--- src/rtl/fetch_unit.sv ---
// Byte-wide instruction fetch unit: prefetches from a 1-cycle synchronous memory into a small FIFO.
// Define FETCH_RESET_VECTOR_EN to take the start PC from the 6502 reset vector at FFFC/FFFD.
module fetch_unit #(
  parameter int unsigned FIFO_DEPTH = 4,
  parameter logic [15:0] BOOT_PC    = 16'h0200
) (
  input  logic        clk,
  input  logic        rst,
  output logic [15:0] addr_i,
  input  logic [7:0]  din_i,
  input  logic        redirect,
  input  logic [15:0] redirect_pc,
  output logic [7:0]  instr,
  output logic [15:0] instr_pc,
  output logic        instr_valid,
  input  logic        instr_ready
);

  localparam int unsigned PW = $clog2(FIFO_DEPTH);
  typedef logic [PW-1:0] ptr_t;
  typedef logic [PW:0]   count_t;

`ifdef FETCH_RESET_VECTOR_EN
  typedef enum logic [1:0] {VEC_LO, VEC_HI, VEC_LD, RUN} state_t;
  localparam logic [15:0] RESET_ADDR = 16'hFFFC;
  state_t     state;
  logic [7:0] vec_lo;
  logic       run;
  assign run = (state == RUN);
`else
  localparam logic [15:0] RESET_ADDR = BOOT_PC;
  logic run;
  assign run = 1'b1;
`endif

  logic [15:0] pc;
  logic [15:0] tag;
  logic        inflight;
  ptr_t        rd_ptr, wr_ptr;
  count_t      count;
  logic [7:0]  fifo_data [FIFO_DEPTH];
  logic [15:0] fifo_pc   [FIFO_DEPTH];

  logic issue, push, pop;

  // Bytes already requested count against the buffer, so a response always has a free slot.
  assign issue = rst && run && !redirect &&
                 ((count + count_t'(inflight)) < count_t'(FIFO_DEPTH));
  assign push  = rst && inflight && !redirect;
  assign pop   = instr_valid && instr_ready;

  assign instr_valid = rst && (count != '0);
  assign instr       = instr_valid ? fifo_data[rd_ptr] : 8'h00;
  assign instr_pc    = instr_valid ? fifo_pc[rd_ptr]   : 16'h0000;

  // NOTE: every always_comb output gets a default first so no path can infer a latch.
  always_comb begin
    addr_i = pc;
    if (!rst) begin
      addr_i = RESET_ADDR;
    end
`ifdef FETCH_RESET_VECTOR_EN
    else if (state == VEC_LO) begin
      addr_i = 16'hFFFC;
    end else if (state == VEC_HI) begin
      addr_i = 16'hFFFD;
    end
`endif
  end

  // NOTE: sequential state uses non-blocking assignments so all registers update together.
  always_ff @(posedge clk) begin
    if (!rst) begin
      pc       <= BOOT_PC;
      tag      <= 16'h0000;
      inflight <= 1'b0;
      rd_ptr   <= '0;
      wr_ptr   <= '0;
      count    <= '0;
`ifdef FETCH_RESET_VECTOR_EN
      state    <= VEC_LO;
      vec_lo   <= 8'h00;
`endif
    end else if (redirect) begin
      // A transfer this cycle is already visible to the frontend; everything else is dropped.
      pc       <= redirect_pc;
      inflight <= 1'b0;
      rd_ptr   <= '0;
      wr_ptr   <= '0;
      count    <= '0;
`ifdef FETCH_RESET_VECTOR_EN
      state    <= RUN;
`endif
    end else begin
`ifdef FETCH_RESET_VECTOR_EN
      case (state)
        VEC_LO: state <= VEC_HI;
        VEC_HI: begin
          vec_lo <= din_i;
          state  <= VEC_LD;
        end
        VEC_LD: begin
          pc    <= {din_i, vec_lo};
          state <= RUN;
        end
        default: ;
      endcase
`endif
      inflight <= issue;
      if (issue) begin
        pc  <= pc + 16'd1;
        tag <= pc;
      end
      if (push) wr_ptr <= wr_ptr + ptr_t'(1);
      if (pop)  rd_ptr <= rd_ptr + ptr_t'(1);
      count <= count + count_t'(push) - count_t'(pop);
    end
  end

  // NOTE: the buffer storage carries no reset; count gates every read of it.
  always_ff @(posedge clk) begin
    if (push) begin
      fifo_data[wr_ptr] <= din_i;
      fifo_pc[wr_ptr]   <= tag;
    end
  end

endmodule

--- config.mk ---
export PLATFORM = sky130hd
export DESIGN_NAME = fetch_unit
export DESIGN_NICKNAME = d
export VERILOG_FILES = /design/src/rtl/fetch_unit.sv
export SDC_FILE = /design/constraint.sdc
export NUM_CORES = 1
export LEC_CHECK = 0
export ABC_AREA = 1
export ABC_CLOCK_PERIOD_IN_PS = 2100
export BUFFER_PORTS_ARGS = -buffer_cell sky130_fd_sc_hd__buf_2
export CAP_MARGIN = 0
export CORE_ASPECT_RATIO = 1.2
export CORE_MARGIN = 2
export CORE_UTILIZATION = 52
export DETAILED_ROUTE_END_ITERATION = 8
export HOLD_SLACK_MARGIN = 0.03
export PLACE_DENSITY_LB_ADDON = 0.1
export SLEW_MARGIN = 5
export SYNTH_ARGS = -nofsm -noshare
export SYNTH_HDL_FRONTEND = slang
export SYNTH_SLANG_ARGS = --single-unit
--- constraint.sdc ---
create_clock -name clk -period 2.1 [get_ports clk]
set_input_delay 0.42 -clock clk [delete_from_list [all_inputs] [get_ports clk]]
set_output_delay 0.42 -clock clk [all_outputs]
set_load 0.01 [all_outputs]
# Word level (Yosys, flattened, before mapping)
# Memory sizes are Yosys's and may differ from the RTL's. A register that Yosys moved wholly into a read port is not among the register bits.
# Index checks and enable logic that the tools add are counted.
[word_totals]
mem_count = 2
input_bits = 28
ramBits = 96
output_inout_bits = 41
ff_bits = 40
latch_bits = 0
romBits = 0
[memory_table]
columns = ["memory", "depth", "word_bits", "rd", "rd_ports_with_merged_regs", "write_ports", "line_no", "rtl"]
rows = [
  ["fifo_pc", 4, 16, 1, 1, 1, "42", "logic [15:0] fifo_pc [FIFO_DEPTH];"],
  ["fifo_data", 4, 8, 1, 1, 1, "41", "logic [7:0] fifo_data [FIFO_DEPTH];"],
]
[op_classes]
reduce_logical = 11
add_sub_neg = 6
n_eq_ne = 0
div = 0
n_bitwise = 2
n_lt_le_gt_ge = 1
n_mul = 0
shift = 0
n_mux = 11
[ops]
columns = ["cell", "count"]
rows = [
  ["$mux W16", 4],
  ["$add A16 B1 Y16 const B", 1],
  ["$mux W2", 4],
  ["$mux W8", 1],
  ["$add A3 B1 Y3", 2],
  ["$logic_and A1 B1 Y1", 6],
  ["$add A2 B1 Y2 const B", 2],
  ["$lt A3 B3 Y1 const B", 1],
  ["$reduce_bool A3 Y1", 1],
  ["$sub A3 B1 Y3", 1],
  ["$mux W1", 2],
  ["$not A1 Y1", 2],
  ["$reduce_and A2 Y1", 1],
  ["$reduce_bool A2 Y1", 1],
  ["$reduce_or A2 Y1", 1],
  ["$logic_not A1 Y1", 1],
]

# Logic depth before layout (Yosys ltp)
# Gate-level depths: netlist of the first run.
[logic_depth]
ltp_word = 5
depth_mapped = 10
ltp_nobuf = 10

# Worst setup path before layout of the first run
# OpenSTA, ideal clock, no wires.
[synth_path]
path_type = "input-to-reg"
startpoint = "in redirect"
endpoint = "mem fifo_data[1][0] (enable)"
n_path_buf = 1
stages = 4
t_arrival_ns = 1.872
path_slack_ns = -0.177
required_ns = 1.695
setup_ns = 0.405
path_cell_list = "buf_4 nor2_4 nand2_1 nor2_1"
[synth_between]
elab_chain_len = 4
[synth_rtl]
columns = ["element", "line_no", "rtl"]
rows = [
  ["from (decl)", "11", "input logic redirect,"],
  ["$logic_not A1 Y1", "49", "assign push = rst && inflight && !redirect;"],
  ["$logic_and A1 B1 Y1", "49", ""],
  ["$mux W1", "122", "if (push) begin"],
  ["$mux W1 (implied by the code)", "123", "fifo_data[wr_ptr] <= din_i;"],
  ["to (decl)", "41", ""],
]
# No other way between the ends.

==> key figures, run 1 <==
Status
  – Status: complete, no violations

Clock tree
  – Clk slew on worst S/H paths: approximately 50 ps
  – CTS Hold Bufs: 0
  – CTS tree: done
  – Sink Count: 138
  – Clk Latency, worst-skew pair: 410 ps
  – Deepest clock path buffer count: 2
  – H-tree lvl count: 4
  – Num CTS Buffers: 17
  – Clock Tree Root: clkbuf_16

Timing
  – RSZ-0062 raised after global routing: no
  – Fmax: 499 MHz
  – Skew final: 8.66 ps
  – Max-slew violations: 0
  – Setup TNS: 0 ps
  – Max-slew headroom: between 70% and 80%
  – Endpoints failing setup: 0
  – Period minus WS final: 2010 ps
  – Final worst-path cycle share: 95.5%
  – Worst slew pin tran: 323 ps
  – Final Hold Viols: 0

Global routing
  – Largest net degree at the start of global routing: 41
  – GR Util met3: 4.93%
  – GRT busiest layer: met2
  – GRT Util Overall: 21.1%
  – Global-route wire length before repair: 19700 µm
  – Vias in the first global route: 4169
  – Met1 usage: 24.7%
  – GR met2 Demand/Resource: 37.4%
  – Global route overflow: 0
  – Initial antenna violation count: 0

Synth
  – Syn nets: 665
  – Ys flop type: edfxtp_1
  – EDFF count, synth: 96
  – Cell taking the most area after synthesis: edfxtp_1
  – Register area share after synthesis: 62.1%
  – Top cells by area, synth: edfxtp_1 (48%), dfxtp_1 (14%), nor2_1 (7.8%)
  – FF+latch count, synth: 138
  – Most frequent cell after synthesis: nor2_1
  – Yosys top cell area share: 48.0%
  – Gate Count Post-Synth: 629
  – Syn_area_per_cell: 9.54 µm²
  – Top cells by count, synth: nor2_1 (125), nand2_1 (101), edfxtp_1 (96)
  – Yosys warns: 0
  – Synthesized cell area: 6000 µm²
  – Synth cell types: 31
  – Post-synth ARST share: 0%

Setup path
  – Slowest stage delay, CP: 390 ps
  – Crit-path cells: clkinvlp_4 > buf_12 > nor2_1 > o21ai_0 > a21oi_2 > buf_2
  – Crit-path max FO: 12
  – CP required: 1680 ps
  – R2r setup slk: 230 ps
  – CP startpoint kind: register
  – CP Data Arrival Time: 1590 ps
  – Slowest-stage cell, CP: dfxtp_4
  – Setup crit end kind: primary output
  – Critical path class: register to primary output

Final layout
  – Layout area overhead: 21.0%
  – Ant diodes: 0
  – Final Cell Area: 7260 µm²
  – Core Util, Final: 65.2%
  – Layout cells sized above 1: 20.0%
  – Nets: 747

Job
  – Max Cap Viol: 0

Power
  – Pleak: 0.00302 µW
  – Pwr Density: 817 nW/µm²
  – VDD IR max: 0.502 mV
  – Total Power: roughly 6000 µW

Drt
  – Total number of vias: 4439
  – TritonRoute pass-1 iters: 5
  – DR iter-0 viols: 187
  – Post-DR wirelength/cell: 14.4 µm
  – Vias/cell: 5.06
  – Antenna Nets Post-Route: 0
  – DRC errors left: 0
  – Final wirelength: 12600 µm

Place
  – Hpwl dp: 7990 µm
  – Final GP Congestion: 0.816
  – PortBufs: 68
  – Placed cell area: 6600 µm²

Floorplan
  – Io pins: 69
  – # rows: 42
  – Die height: 122 µm
  – Die ar.: 12400 µm²
  – Core region area: 11100 µm²
  – Die X-Extent: 102 µm
  – Initial Util: 53.9%

Worst hold path
  – Min-delay worst type: input port to register
[per-stage QoR]
stage	setup WS, ps	instances	hold WS (ps)
finish	94.6	878	225
global route	2.76	878	223
CTS	15.6	877	210
detailed placement	124	841	462
global placement	164	841	471
floorplan	-177	629	436
[cell usage in the layout (no fill, tap or decap), types with 3 or more instances in the layout]
cell type,count
clkinv_2,4
nand4_1,5
nor2_1,120
a21oi_2,3
clkinvlp_4,3
buf_2,68
xnor2_1,4
inv_1,55
dfxtp_1,40
nor2_2,5
nand3_1,29
clkbuf_1,4
nand2_1,101
ha_1,7
clkbuf_16,19
o21ai_0,57
edfxtp_1,96
o21ai_1,3
xor2_1,4
buf_4,14
buf_6,3
buf_12,7
a21oi_1,48
[flip-flops by register name, indices dropped and copies added, names as in the netlist, named ones only]
signal / cells
fifo_pc: 64
fifo_data: 32
pc: 16
tag: 16
count: 3
rd_ptr: 2
wr_ptr: 2
inflight: 1
[timing repair]
action,4_1_cts,5_1_grt
pin swaps,0,2
resized for setup,6,12
buffers inserted,3,0
endpoints found under the setup margin,24,24
gates cloned,1,1
[cell families (layout without fill, tap and decap cells)]
logic type	count (synthesis)	in the layout	share of synthesized area (%)
compound gates	118	118	10.2
simple gates	267	267	18.3
flops	138	138	62.1
xor+xnor	8	8	1.17
buf+inv	90	185	6.42
fa+ha+maj	8	8	1.79
[critical path: cells and delay by family (launching register included)]
kind / cells / cell delay, ps
flip-flops: 1 / 390
AO/OA/AOI/OAI: 2 / 270
buffers and inverters: 3 / 420
AND/OR/NAND/NOR: 1 / 110
[metal layers]
| metal | part of all wire, % | wire length [µm] |
|---|---|---|
| met3 | 5.2 | 661 |
| met5 | 0 | 0 |
| met4 | 2.0 | 248 |
| met2 | 51 | 6450 |
| met1 | 42 | 5270 |
[path summary, 6_finish.rpt]
kind / startpoint / to / cells after the start
worst min register to register: rd_ptr[1] / register / 2
worst min-delay path: din_i[5] / fifo_data[2][5] / 1
worst max register to register: count[1] / count[1] / 10
worst max-delay path: register / instr_pc[4] / 6
[report_power, final]
part           total (µW)  internal [µW]  switching [µW]
registers            3010           2950            56.7
logic                 261            104             157
clock network        2660           1650            1020
total                5930           4700            1230
[cell type report]
cell class	instances	area [µm²]
Clock buffer	25	500
Fill cell	914	3880
Multi-Input combinational cell	401	1910
Timing Repair inverter	1	7.51
Sequential cell	138	3730
Tap cell	154	193
Clock inverter	7	42.5
Timing Repair Buffer	93	644
Inverter	59	228
(Power assumes the default switching activity.)
==> run 2: changes to the inputs <==
==> constraint.sdc (replaced) <==
create_clock -name clk -period 2.1 [get_ports clk]
set_input_delay 0.42 -clock clk [delete_from_list [all_inputs] [get_ports clk]]
set_output_delay 0.42 -clock clk [all_outputs]
set_load 0.1 [all_outputs]
==> run 2 against run 1 <==
  * The run now ends with setup timing left
  * Wire length increased by 1.9%
  * Utilization increased by 6.8 points
  * Global-route usage increased by 0.90 points
==> key figures, run 2 (synthesis results as in run 1) <==
Status
  – Status: complete, but fails checks
  – Failing checks: setup timing

Drt
  – Final wirelength: 12900 µm
  – Antenna Nets Post-Route: 0
  – Total number of vias: ~4500
  – DRC errors left: 0
  – DR iter-0 viols: 179
  – Post-DR wirelength/cell: 14.7 µm
  – Vias/cell: 5.15
  – TritonRoute pass-1 iters: 4

Floorplan
  – Die height: ~120 µm
  – Core region area: 11100 µm²
  – Initial Util: 53.9%
  – Die X-Extent: just over 100 µm
  – Io pins: just under 70
  – # rows: 42
  – Die ar.: 12400 µm²

Global routing
  – GRT Util Overall: between 20% and 30%
  – Global-route wire length before repair: 20800 µm
  – Global route overflow: 0
  – Largest net degree at the start of global routing: 37
  – Initial antenna violation count: 0
  – Vias in the first global route: 4492

Timing
  – Skew final: 12.3 ps
  – Final Hold Viols: 0
  – Final worst-path cycle share: 102%
  – Worst slew pin tran: 488 ps
  – Max-slew violations: 0
  – Fin worst setup slack: -35.9 ps
  – Period minus WS final: 2140 ps
  – RSZ-0062 raised after global routing: yes
  – Fmax: around 470 MHz
  – Endpoints failing setup: 10
  – Max-slew headroom: 67.7%

Clock tree
  – Clock Tree Root: clkbuf_16
  – CTS tree: done
  – Deepest clock path buffer count: 2
  – Num CTS Buffers: 17
  – Clk slew on worst S/H paths: ~60 ps
  – Clk Latency, worst-skew pair: 410 ps
  – Sink Count: roughly 140
  – H-tree lvl count: 4

Setup path
  – Critical path class: register to primary output
  – CP required: 1680 ps
  – Worst Reg-to-Reg Cells: 10
  – Worst flop-to-flop path startpoint: count[1]
  – CP Data Arrival Time: between 1500 and 2000 ps
  – Setup crit end kind: primary output
  – CP startpoint kind: register
  – R2r setup slk: ~230 ps
  – Crit-path max FO: 6
  – RR Endpoint: count[1]

Final layout
  – Final Cell Area: 8020 µm²
  – Largest register FFs: 64
  – Largest registers: fifo_pc: 64 flops, fifo_data: 32 flops
  – Biggest register: fifo_pc
  – Leading cell type in the layout, fill and taps excluded: nor2_1
  – Finished Layout Cells: ~880
  – Nets: 747
  – Layout cells sized above 1: a little under a quarter
  – Most frequent cells in the layout: nor2_1 (118), nand2_1 (101), edfxtp_1 (96), inv_1 (55), buf_12 (49)
  – Layout area overhead: 33.7%
  – Ant diodes: 0

Place
  – PortBufs: just under 70
  – Final GP Congestion: 0.811
  – DP Cell Count: 841
  – Placed cell area: 7350 µm²
  – Hpwl dp: 8150 µm

Power
  – VDD IR max: ~0.54 mV
  – Pleak: between 0.003 and 0.004 µW
  – Pwr Density: 760 nW/µm²

Job
  – Max Cap Viol: 0

Worst hold path
  – HP Start: din_i[0]
  – Min-delay worst type: input port to register
  – Hold EP: fifo_data[1][0]
  – Worst Hold Depth: 1
[run 2: area by class of cell]
class / count / area [µm²]
repair buffers: 94 / 1300
fillers: 823 / 3120
well taps: 154 / 193
inverters: 59 / 225
multi-input cells: 401 / 2040
flip-flops and latches: 138 / 3730
clock inverters: 10 / 77.6
clock buffers: 22 / 454
[run 2: timing repair]
action	CTS	global route
setup buffers	2	1
cloned	1	1
hold buffers	0	0
endpoints found under the setup margin	24	24
hold endpoints to repair	0	0
pin swaps	6	12
gates resized for setup	13	29
[run 2: how the worst max path moves through the flow]
stage / start / end
final: register / instr_pc[4]
after global routing: register / instr_pc[0]
after CTS: register / instr_pc[5]
after detailed placement: redirect / count[2]
after global placement: redirect / count[2]
after floorplan: register / instr[5]
[run 2: metrics by stage]
step,hold slack [ps],setup slack [ps],total power [µW],util [%],TNS (ps)
after floorplan,436,-197,3340,-,-17360
after global placement,473,156,3490,65.9,0
after detailed placement,484,124,3500,65.9,0
after CTS,210,-70.9,6120,71.3,-787
after global routing,218,-125,6280,72.0,-1960
final,229,-35.9,6100,72.0,-174
[run 2: worst max-delay path: stages, from the launching register on]
cell and delay (ps):
dfxtp_4 360, clkinvlp_4 150, buf_6 170, nor2_1 90
o21ai_0 110, a21oi_2 230, buf_12 200
[run 2: per-layer routing]
metal / part of all wire, % / up-vias / track usage, % / wire length [µm]
li1: - / 2254 / - / -
met1: 43 / 2090 / 26.9 / 5510
met4: 1.7 / 0 / 9.00 / 213
met3: 4.8 / 17 / 5.16 / 623
met5: 0 / - / 0 / 0
met2: 51 / 157 / 37.2 / 6520
[run 2: power breakdown]
part | switching (µW) | total, µW | internal (µW)
logic | 284 | 436 | 152
registers | 57.0 | 3010 | 2950
clock network | 1020 | 2650 | 1640
total | 1360 | 6100 | 4740
==> run 3: changes to the inputs <==
- CORE_ASPECT_RATIO: 1.2 -> unset
==> run 3 against run 2 <==
  * Register-to-register slack worse by 60 ps
  * Total power up 2.7%
  * Critical path type unchanged
  * Utilization up 1.7 points
  * Sequential share of layout area down 1.8 points
  * Critical path depth down 1
  * Critical endpoint is now instr_pc[15]
  * The flow still finishes with violations (setup timing)
==> key figures, run 3 (synthesis results as in run 1) <==
Final layout
  – Reg area: 3730 µm²
  – Biggest register: fifo_pc
  – Layout cells sized above 1: 29.7%
  – Layout area overhead: 39.0%
  – Most frequent cells in the layout: nand2_1 (101), nor2_1 (97), edfxtp_1 (96), inv_1 (54), buf_12 (48)
  – Ant diodes: 0
  – Nets: 750
  – Filler cell count in the final layout: approximately 770
  – Largest register FFs: 64
  – Leading cell type in the layout, fill and taps excluded: nand2_1
  – Multi-input logic area: 2270 µm²
  – Core Util, Final: 73.7%
  – Largest registers: fifo_pc: 64 flops, fifo_data: 32 flops

Clock tree
  – Deepest clock path buffer count: 2
  – Clk Latency, worst-skew pair: 410 ps
  – Clk slew on worst S/H paths: about 60 ps
  – Clock Tree Root: clkbuf_16
  – Sink Count: 138
  – H-tree lvl count: 4
  – Num CTS Buffers: 17
  – CTS tree: done

Global routing
  – Vias in the first global route: 4360
  – Initial antenna violation count: 0
  – Global-route wire length before repair: 21200 µm
  – Global route overflow: 0
  – Largest net degree at the start of global routing: 49
  – GRT Util Overall: 21.7%

Drt
  – Vias/cell: 5.38
  – Antenna Nets Post-Route: 0
  – Post-DR wirelength/cell: 16.5 µm
  – DRC errors left: 0
  – Total number of vias: roughly 4700
  – TritonRoute pass-1 iters: 6
  – DR iter-0 viols: 336
  – Final wirelength: 14300 µm

Worst hold path
  – Worst Hold Depth: 1
  – HP Start: din_i[4]
  – Min-delay worst type: input port to register
  – Hold EP: fifo_data[2][4]

Floorplan
  – # rows: 39
  – Die X-Extent: ~110 µm
  – Die ar.: 12400 µm²
  – Io pins: between 60 and 70
  – Core region area: ~11000 µm²
  – Initial Util: 53.0%
  – Die height: roughly 110 µm

Status
  – Failing checks: setup timing
  – Status: complete, but fails checks

Timing
  – Final worst-path cycle share: 106%
  – Fmax: 447 MHz
  – Period minus WS final: approximately 2200 ps
  – Max-slew headroom: 68.0%
  – Max-slew violations: 0
  – Final Hold Viols: 0
  – Endpoints failing setup: 23
  – Skew final: 7.54 ps
  – Setup TNS: -1390 ps
  – Worst slew pin tran: ~480 ps
  – Fin worst setup slack: -135 ps
  – RSZ-0062 raised after global routing: yes

Setup path
  – CP Data Arrival Time: 1810 ps
  – Worst Reg-to-Reg Cells: 10
  – Worst flop-to-flop path startpoint: count[1]
  – R2r setup slk: 170 ps
  – Crit-path max FO: 24
  – Critical path class: register to primary output
  – RR Endpoint: count[2]
  – CP startpoint kind: register
  – Setup crit end kind: primary output
  – CP required: 1680 ps

Power
  – Pleak: 0.00321 µW
  – Pwr Density: about 750 nW/µm²
  – Total Power: 6260 µW
  – VDD IR max: approximately 0.5 mV

Job
  – Max Cap Viol: 0

Place
  – Final GP Congestion: 0.905
  – Hpwl dp: a little over 8000 µm
  – PortBufs: 68
## run 3: cell count changes in the layout (fill, tap and decap cells not counted), sizes merged
cell / previous run / this run
bufinv: 1 / 2
clkbuf: 23 / 26
clkinv: 7 / 9
clkinvlp: 3 / 1
buf: 93 / 92
## run 3: layout make-up
cell class | count | share of cell area (%)
Timing Repair inverter | 1 | 0.195
Multi-Input combinational cell | 401 | 27.2
Inverter | 59 | 2.97
Tap cell | 143 | 2.15
Clock buffer | 22 | 5.45
Timing Repair Buffer | 96 | 16.2
Clock inverter | 10 | 1.20
Sequential cell | 138 | 44.7
## run 3: metrics by stage
stage	cell area, µm²	worst slack (ps)	instances	hold WS, ps
final	8340	-135	870	216
after global routing	8340	-188	870	215
after CTS	7920	-17.4	859	207
after detailed placement	7270	87.9	827	478
after global placement	7270	171	827	453
after floorplan	6120	-197	629	436
## run 3: how the worst max path moves through the flow
| stage | endpoint | slack [ps] | cells past startpoint |
|---|---|---|---|
| CTS | instr_pc[8] | -20 | 6 |
| global placement | count[2] | 170 | 10 |
| finish | instr_pc[15] | -130 | 5 |
| global route | instr_pc[15] | -190 | 5 |
| floorplan | instr[5] | -200 | 5 |
| detailed placement | count[2] | 90 | 10 |
## run 3: metal layers
metal  vias to the layer above  part of all wire [%]  routed length (µm)  track usage (%)
met5                         -                     0                   0                0
li1                       2263                     -                   -                -
met3                        24                   6.9                 988             4.90
met4                         0                   2.0                 286             9.14
met2                       189                    51                7340             36.8
met1                      2204                    40                5720             26.9
## run 3: repair_timing
item                       in CTS  in global routing
hold buffers                    0                  0
setup endpoints to repair      25                 25
setup buffers                   0                  4
gates cloned                    0                  7
gates resized for setup        29                108
pin swaps                       8                 32
## run 3: where the power goes
part           internal, µW  switching (µW)
Combinational           157             291
Clock                  1760            1040
Sequential             2950            60.3
## run 3: worst max-delay path: stages, from the launching register on
cell	delay, ps
dfxtp_4	400
buf_4	260
clkinv_8	190
o21ai_1	250
a21oi_2	120
buf_12	180
